## src/rtl/mem_read_arbiter.sv

```systemverilog
// mem_read_arbiter: shares one AXI-lite read port between instruction fetch
// (requester 0) and the load unit (requester 1). Round-robin grant, one
// transaction in flight, response routed back to the requester that owns it.
//
// Handshake semantics: a transfer happens on a rising clk edge where both
// valid and ready are high. A valid, once raised, stays high with its payload
// stable until that transfer; ready may depend combinationally on valid.
module mem_read_arbiter #(
   parameter int ALEN = 64,
   parameter int DLEN = 64
) (
   input  logic            clk,
   input  logic            rstn,
   // requester 0 (instruction fetch)
   input  logic            s0_arvalid_i,
   output logic            s0_arready_o,
   input  logic [ALEN-1:0] s0_araddr_i,
   input  logic [2:0]      s0_arprot_i,
   output logic            s0_rvalid_o,
   input  logic            s0_rready_i,
   output logic [DLEN-1:0] s0_rdata_o,
   output logic [1:0]      s0_rresp_o,
   // requester 1 (load unit)
   input  logic            s1_arvalid_i,
   output logic            s1_arready_o,
   input  logic [ALEN-1:0] s1_araddr_i,
   input  logic [2:0]      s1_arprot_i,
   output logic            s1_rvalid_o,
   input  logic            s1_rready_i,
   output logic [DLEN-1:0] s1_rdata_o,
   output logic [1:0]      s1_rresp_o,
   // downstream memory read port
   output logic            m_arvalid_o,
   input  logic            m_arready_i,
   output logic [ALEN-1:0] m_araddr_o,
   output logic [2:0]      m_arprot_o,
   input  logic            m_rvalid_i,
   output logic            m_rready_o,
   input  logic [DLEN-1:0] m_rdata_i,
   input  logic [1:0]      m_rresp_i,
   // debug: current FSM state (0=IDLE, 1=ADDR, 2=RESP)
   output logic [1:0]      state_o
);

   typedef enum logic [1:0] {
      IDLE = 2'd0,
      ADDR = 2'd1,
      RESP = 2'd2
   } state_t;

   state_t            state_q, state_d;
   logic              m_arvalid_q, m_arvalid_d;
   logic [ALEN-1:0]   m_araddr_q, m_araddr_d;
   logic [2:0]        m_arprot_q, m_arprot_d;
   logic              owner_q, owner_d;
   // last_grant_q = 1 means requester 1 was granted last, so requester 0 wins a tie
   logic              last_grant_q, last_grant_d;

   logic              grant0, grant1;
   logic              s0_hs, s1_hs, ar_hs, r_hs;

   // Round-robin grant: a lone requester wins, a tie goes to the one not granted last
   always_comb begin
      grant0 = s0_arvalid_i & (~s1_arvalid_i | last_grant_q);
      grant1 = s1_arvalid_i & (~s0_arvalid_i | ~last_grant_q);
   end

   // State and datapath registers
   always_ff @(posedge clk) begin
      if (!rstn) begin
         state_q      <= IDLE;
         m_arvalid_q  <= 1'b0;
         m_araddr_q   <= '0;
         m_arprot_q   <= '0;
         owner_q      <= 1'b0;
         last_grant_q <= 1'b1;
      end else begin
         state_q      <= state_d;
         m_arvalid_q  <= m_arvalid_d;
         m_araddr_q   <= m_araddr_d;
         m_arprot_q   <= m_arprot_d;
         owner_q      <= owner_d;
         last_grant_q <= last_grant_d;
      end
   end

   // Next-state logic: accept in IDLE, forward AR in ADDR, wait for R in RESP
   always_comb begin
      state_d      = state_q;
      m_arvalid_d  = m_arvalid_q;
      m_araddr_d   = m_araddr_q;
      m_arprot_d   = m_arprot_q;
      owner_d      = owner_q;
      last_grant_d = last_grant_q;
      case (state_q)
         IDLE: begin
            if (s0_hs || s1_hs) begin
               state_d      = ADDR;
               m_arvalid_d  = 1'b1;
               owner_d      = s1_hs;
               last_grant_d = s1_hs;
               m_araddr_d   = s1_hs ? s1_araddr_i : s0_araddr_i;
               m_arprot_d   = s1_hs ? s1_arprot_i : s0_arprot_i;
            end
         end
         ADDR: begin
            if (ar_hs) begin
               state_d     = RESP;
               m_arvalid_d = 1'b0;
            end
         end
         RESP: begin
            if (r_hs) begin
               state_d = IDLE;
            end
         end
         default: begin
            state_d = IDLE;
         end
      endcase
   end

   // Outputs: grants only in IDLE, response routed to owner only in RESP
   always_comb begin
      s0_arready_o = (state_q == IDLE) & grant0;
      s1_arready_o = (state_q == IDLE) & grant1;
      s0_rvalid_o  = (state_q == RESP) & m_rvalid_i & ~owner_q;
      s1_rvalid_o  = (state_q == RESP) & m_rvalid_i & owner_q;
      m_rready_o   = (state_q == RESP) & (owner_q ? s1_rready_i : s0_rready_i);
      s0_rdata_o   = m_rdata_i;
      s1_rdata_o   = m_rdata_i;
      s0_rresp_o   = m_rresp_i;
      s1_rresp_o   = m_rresp_i;
      m_arvalid_o  = m_arvalid_q;
      m_araddr_o   = m_araddr_q;
      m_arprot_o   = m_arprot_q;
      state_o      = state_q;
      s0_hs        = s0_arvalid_i & s0_arready_o;
      s1_hs        = s1_arvalid_i & s1_arready_o;
      ar_hs        = m_arvalid_q & m_arready_i;
      r_hs         = m_rvalid_i & m_rready_o;
   end

`ifndef SYNTHESIS
   // A response with nothing in flight is a downstream protocol violation
   always @(posedge clk) begin
      if (rstn && m_rvalid_i && (state_q != RESP)) begin
         $error("mem_read_arbiter: m_rvalid asserted outside RESP");
      end
   end
`endif

endmodule

```

## config.mk

```make
export PLATFORM = sky130hd
export DESIGN_NAME = mem_read_arbiter
export DESIGN_NICKNAME = d
export VERILOG_FILES = /design/src/rtl/mem_read_arbiter.sv
export SDC_FILE = /design/constraint.sdc
export NUM_CORES = 1
export LEC_CHECK = 0
export BUFFER_PORTS_ARGS = -buffer_cell sky130_fd_sc_hd__clkbuf_2
export CELL_PAD_IN_SITES_DETAIL_PLACEMENT = 1
export CELL_PAD_IN_SITES_GLOBAL_PLACEMENT = 2
export CORE_AREA = 2 2 162 164
export DETAILED_ROUTE_END_ITERATION = 8
export DIE_AREA = 0 0 164 166
export PLACE_DENSITY_LB_ADDON = 0.12
export SYNTH_ARGS = -nofsm -noshare
export SYNTH_HDL_FRONTEND = slang
export SYNTH_SLANG_ARGS = --single-unit
export TNS_END_PERCENT = 100
```

## constraint.sdc

```tcl
create_clock -name clk -period 2.8 [get_ports clk]
set_input_delay 0.28 -clock clk [delete_from_list [all_inputs] [get_ports clk]]
set_output_delay 0.28 -clock clk [all_outputs]
set_load 0.03 [all_outputs]
```

---- Word level (Yosys, flattened, before mapping) ----
Index checks and enable logic that the tools add are counted.
cells by class
  add/sub/neg operators ................... 0
  $mul .................................... 0
  div/mod/pow operators ................... 0
  order comparisons ....................... 0
  eq/ne operators ......................... 5
  shift-type cells ........................ 0
  multiplexer cells ....................... 10
  bitwise operators ....................... 18
  reductions and logical operators ........ 6
operators with widths
  cell                  number
  $mux W64              1
  $and A1 B1 Y1         12
  $mux W2               3
  $ne A2 B2 Y1 const B  3
  $pmux W2 S3           1
  $reduce_and A3 Y1     2
  $not A1 Y1            4
  $mux W1               3
  $mux W3               1
  $eq A2 B1 Y1 const B  1
  $eq A2 B2 Y1 const B  1
  $logic_not A2 Y1      1
  $or A1 B1 Y1          2
  $pmux W1 S2           1
  $reduce_and A2 Y1     1
  $reduce_bool A2 Y1    1
  $logic_or A1 B1 Y1    1
word-level totals
  register bits after elaboration ......... 72
  latch bits .............................. 0
  RAM bits ................................ 0
  bits in read-only memories .............. 0
  bits of input ports ..................... 208
  output and inout bits ................... 207
  word-level logic and storage cells ...... 45
  memories kept ........................... 0

---- Depth between registers and ports, before layout ----
  word-level depth ........................ 8
  depth in mapped cells ................... 7
  mapped depth without buffers ............ 3

---- Worst setup path after synthesis ----
No wires, ideal clock.
  path type ............................... reg-to-reg
  start point ............................. register state_q[1], in the netlist state_o[1]
  end point ............................... register m_araddr_q[22], in the netlist m_araddr_o[22]
  setup time .............................. 122 ps
  data arrival time ....................... 1732 ps
  required time ........................... 2678 ps
  setup slack ............................. 946 ps
  cell stages (with the launch flop) ...... 8
  buffers on the path ..................... 4
  clock period less this slack ............ 1854 ps
  cell sequence ........................... dfxtp_1 or2_1 clkbuf_1 or2_1 buf_2 buf_6 buf_6 o311a_1
between the ends
  word-level cells in the longest chain between the ends .. 5
  elaborated cells between the ends (all ways) .. 8
  those cells by class .................... mux (1); bitwise (4); reduce/logical (3)
ends and longest elaborated chain
  what                                     line          source
  start: declaration                       51            state_t state_q, state_d;
  start signal: assignment                 78            state_q <= state_d;
  $logic_not A2 Y1 (*)                     95, 125, 126
  $and A1 B1 Y1, on equally long branches  125, 126
  $and A1 B1 Y1, on equally long branches  138, 139
  $logic_or A1 B1 Y1                       97            if (s0_hs || s1_hs) begin
  $reduce_and A2 Y1 (no line)              -
  end signal: assignment                   80            m_araddr_q <= m_araddr_d;
  end: declaration                         53            logic [ALEN-1:0] m_araddr_q, m_araddr_d;
Every way passes the cells marked *; elsewhere a longest branch is shown, timed or not.
A chain may end at the register's enable or synchronous reset.

---- Worst setup path in the final report ----
  start point ............................. register state_q[0], in the netlist state_o[0]
  end point ............................... register m_araddr_q[3], in the netlist m_araddr_o[3]
The elaborated chain is that of the path after synthesis.

==> key figures <==
Logic synthesis
  – Mean Syn Cell Area: 8.796 µm²
  – Sequential-to-total area share from yosys stat: 29.16%
  – Number of synthesized flops with an enable pin: 0
  – Ys async rst share: 0%
  – Post-synth top area share: 29.16%
  – Unique masters post-synth: 26
  – Mapped Cells: 562
  – Synth top area cells: dfxtp_1 (29%), buf_4 (20%), o311a_1 (14%)
  – Cell Area, Synth: 4943 µm²
  – Synthesis-stage register bit count: 72
  – Synthesized Nets: 770
  – Post-synth top flop: dfxtp_1
  – Ys Warns: 0
  – Area leader, netlist: dfxtp_1

Setup path
  – Critical Path RT: 3.02 ns
  – Crit path DAT: 2.29 ns
  – Critical Path Fanout Max: 43
  – Most frequent CP cell: or2_2
  – WS Path Type: reg2reg
  – Critical path capture point type: flip-flop
  – Slowest CP cell: or2_2
  – Startpoint types: flip-flop
  – CP max stage delay: 0.57 ns
  – Crit-path cells: or2_2 > or2_2 > buf_12 > o311a_1

Global routing
  – Vias in the first global route: 4811
  – First-pass GRT wire length: 29170 µm
  – Remaining Overflow, GRT: 0
  – GRT Overall Usage: 14.16%
  – Initial antenna violation count: 3
  – Largest net degree at the start of global routing: 107

Placed design
  – Global placer's final weighted congestion: 0.7150
  – Post-detail-place hpwl: 13210 µm
  – I/O Buffers: 216
  – Pre-CTS WS: 0.7014 ns

Power
  – PD cells: 639.4 nW/µm²
  – Leakage: 0.002879 µW
  – Overall power: 3625 µW
  – Maximum VDD drop: 257.2 µV

Hold path
  – Class of the worst hold path: in2reg

Clocking
  – Clock transition at path regs: 0.06 ns
  – Worst skew pair latency: 0.34 ns
  – Hold-fix buffers, CTS: 0
  – CTS tree: yes
  – Clock Path Buffers: 2
  – Postcts setup bufs: 0
  – Total clock sinks: 72
  – # H-tree levels: 3
  – Root buf cell: clkbuf_16
  – Post-CTS sizing: 0
  – TritonCTS buffer count: 9

Timing
  – Slew margin rel.: 38.55%
  – Worst slew pin tran: 0.9217 ns
  – Endpoints failing hold: 0
  – RSZ-0062 raised after global routing: no
  – Final Critical Period: 2.066 ns
  – FMAX: 484.1 MHz
  – Period utilization: 73.78%
  – Worst setup margin: 0.7343 ns
  – Worst Clk Skew: 0.01193 ns
  – Max-slew violation count: 0
  – Setup Viol. Count Final: 0
  – TNS Setup: 0 ns

Detailed routing
  – DRC violations left: 0
  – Final wirelength: 19410 µm
  – Vias: 4356
  – Via density per instance: 4.600
  – Post-route antenna net violation count: 0
  – Drt pass-1 iters: 4
  – Routed WL per cell: 20.49 µm
  – Iteration-0 DRC Markers: 140

Layout
  – Share of cells above drive strength 1: 40.33%
  – Layout area overhead: 14.71%
  – Most common cell after layout, fill and taps aside: clkbuf_2
  – Most frequent cells in the layout: clkbuf_2 (216), dfxtp_1 (72), and3_1 (68), a21boi_0 (68)
  – Final #Nets: 815
  – FILL cells: 3021

Floorplan
  – Num rows: 59
  – Area of the core: 25620 µm²
  – Die W: 164 µm
  – Initial core utilization: 19.30%
  – Die footprint: 27220 µm²
  – Height of the die: 166 µm
  – IO Pins: 415

Run
  – Max-Cap Viols: 0

Status
  – Outcome: complete, no violations
==> sequential cells by signal, summed over array words and instances (netlist names) <==
signal	flops
last_grant_q	1
m_arprot_o	3
state_o	2
m_araddr_o	64
owner_q	1
m_arvalid_o	1
==> worst max-delay path, delay by kind of cell, from the launching register on <==
| family | cells | cell delay (ns) |
|---|---|---|
| and+or+nand+nor | 2 | 0.87 |
| DFF | 1 | 0.37 |
| buffers and inverters | 1 | 0.30 |
| AOI/OAI and AO/OA | 1 | 0.37 |
==> metrics by stage <==
stage / hold slack (ns) / std cells / util (%) / cell area, µm²
floorplan: 0.4599 / 562 / - / 4943
global placement: 0.5072 / 931 / 20.91 / 5355
detailed placement: 0.5065 / 931 / 20.91 / 5355
CTS: 0.2817 / 945 / 22.12 / 5665
global route: 0.3018 / 945 / 22.12 / 5665
finish: 0.3041 / 947 / 22.14 / 5670
==> cells in the mapped netlist (all sizes together), types with 2 or more instances <==
| cell type | n |
|---|---|
| a21boi | 69 |
| buf | 137 |
| inv | 2 |
| nand2 | 6 |
| nor2b | 3 |
| dfxtp | 72 |
| nor2 | 3 |
| nand2b | 2 |
| and3 | 68 |
| clkbuf | 55 |
| or2 | 2 |
| o21bai | 67 |
| o311a | 67 |
==> where the power goes <==
| group | leakage [µW] | switching, µW | internal, µW |
|---|---|---|---|
| Combinational | 0.00213 | 712 | 421 |
| Clock | 0.000148 | 471 | 796 |
| Sequential | 0.000598 | 69.8 | 1150 |
==> worst paths after layout <==
kind / slack, ns / depth (start not counted) / start / to
worst min register to register: 0.52 / 2 / m_arvalid_o / m_arvalid_o
worst max-delay path: 0.73 / 4 / state_o[0] / m_araddr_o[3]
worst min-delay path: 0.30 / 3 / s1_araddr_i[49] / m_araddr_o[49]
worst max register to register: 0.73 / 4 / state_o[0] / m_araddr_o[3]
==> logic make-up (layout without fill, tap and decap cells) <==
kind of cell           count (synthesis)  in the layout  share of synthesized area (%)
and+or+nand+nor                       88             88                          10.73
DFF                                   72             72                          29.16
muxes                                  1              1                         0.2025
other                                  0              2                              0
AOI/OAI and AO/OA                    207            207                          34.80
buffers and inverters                194            242                          25.11
==> layer usage <==
layer  GRT usage, %  vias up  routed length, µm
met5              0        -                  0
met4          5.301        0                509
met3          5.270       42               1663
met2          25.34      188               9807
met1          14.99     2107               7425
li1               -     2019                  -
==> cell type report <==
class / instances / area (µm²) / area share, %
clock buffer: 11 / 242.7 / 4.281
clock inverter: 3 / 67.56 / 1.192
sequential: 72 / 1441 / 25.42
inverter: 2 / 7.507 / 0.1324
tap: 335 / 419.2 / 7.392
antenna: 2 / 5.005 / 0.08826
timing repair buffer: 226 / 1206 / 21.27
multi-input combinational: 296 / 2281 / 40.23
(Power assumes the default switching activity.)
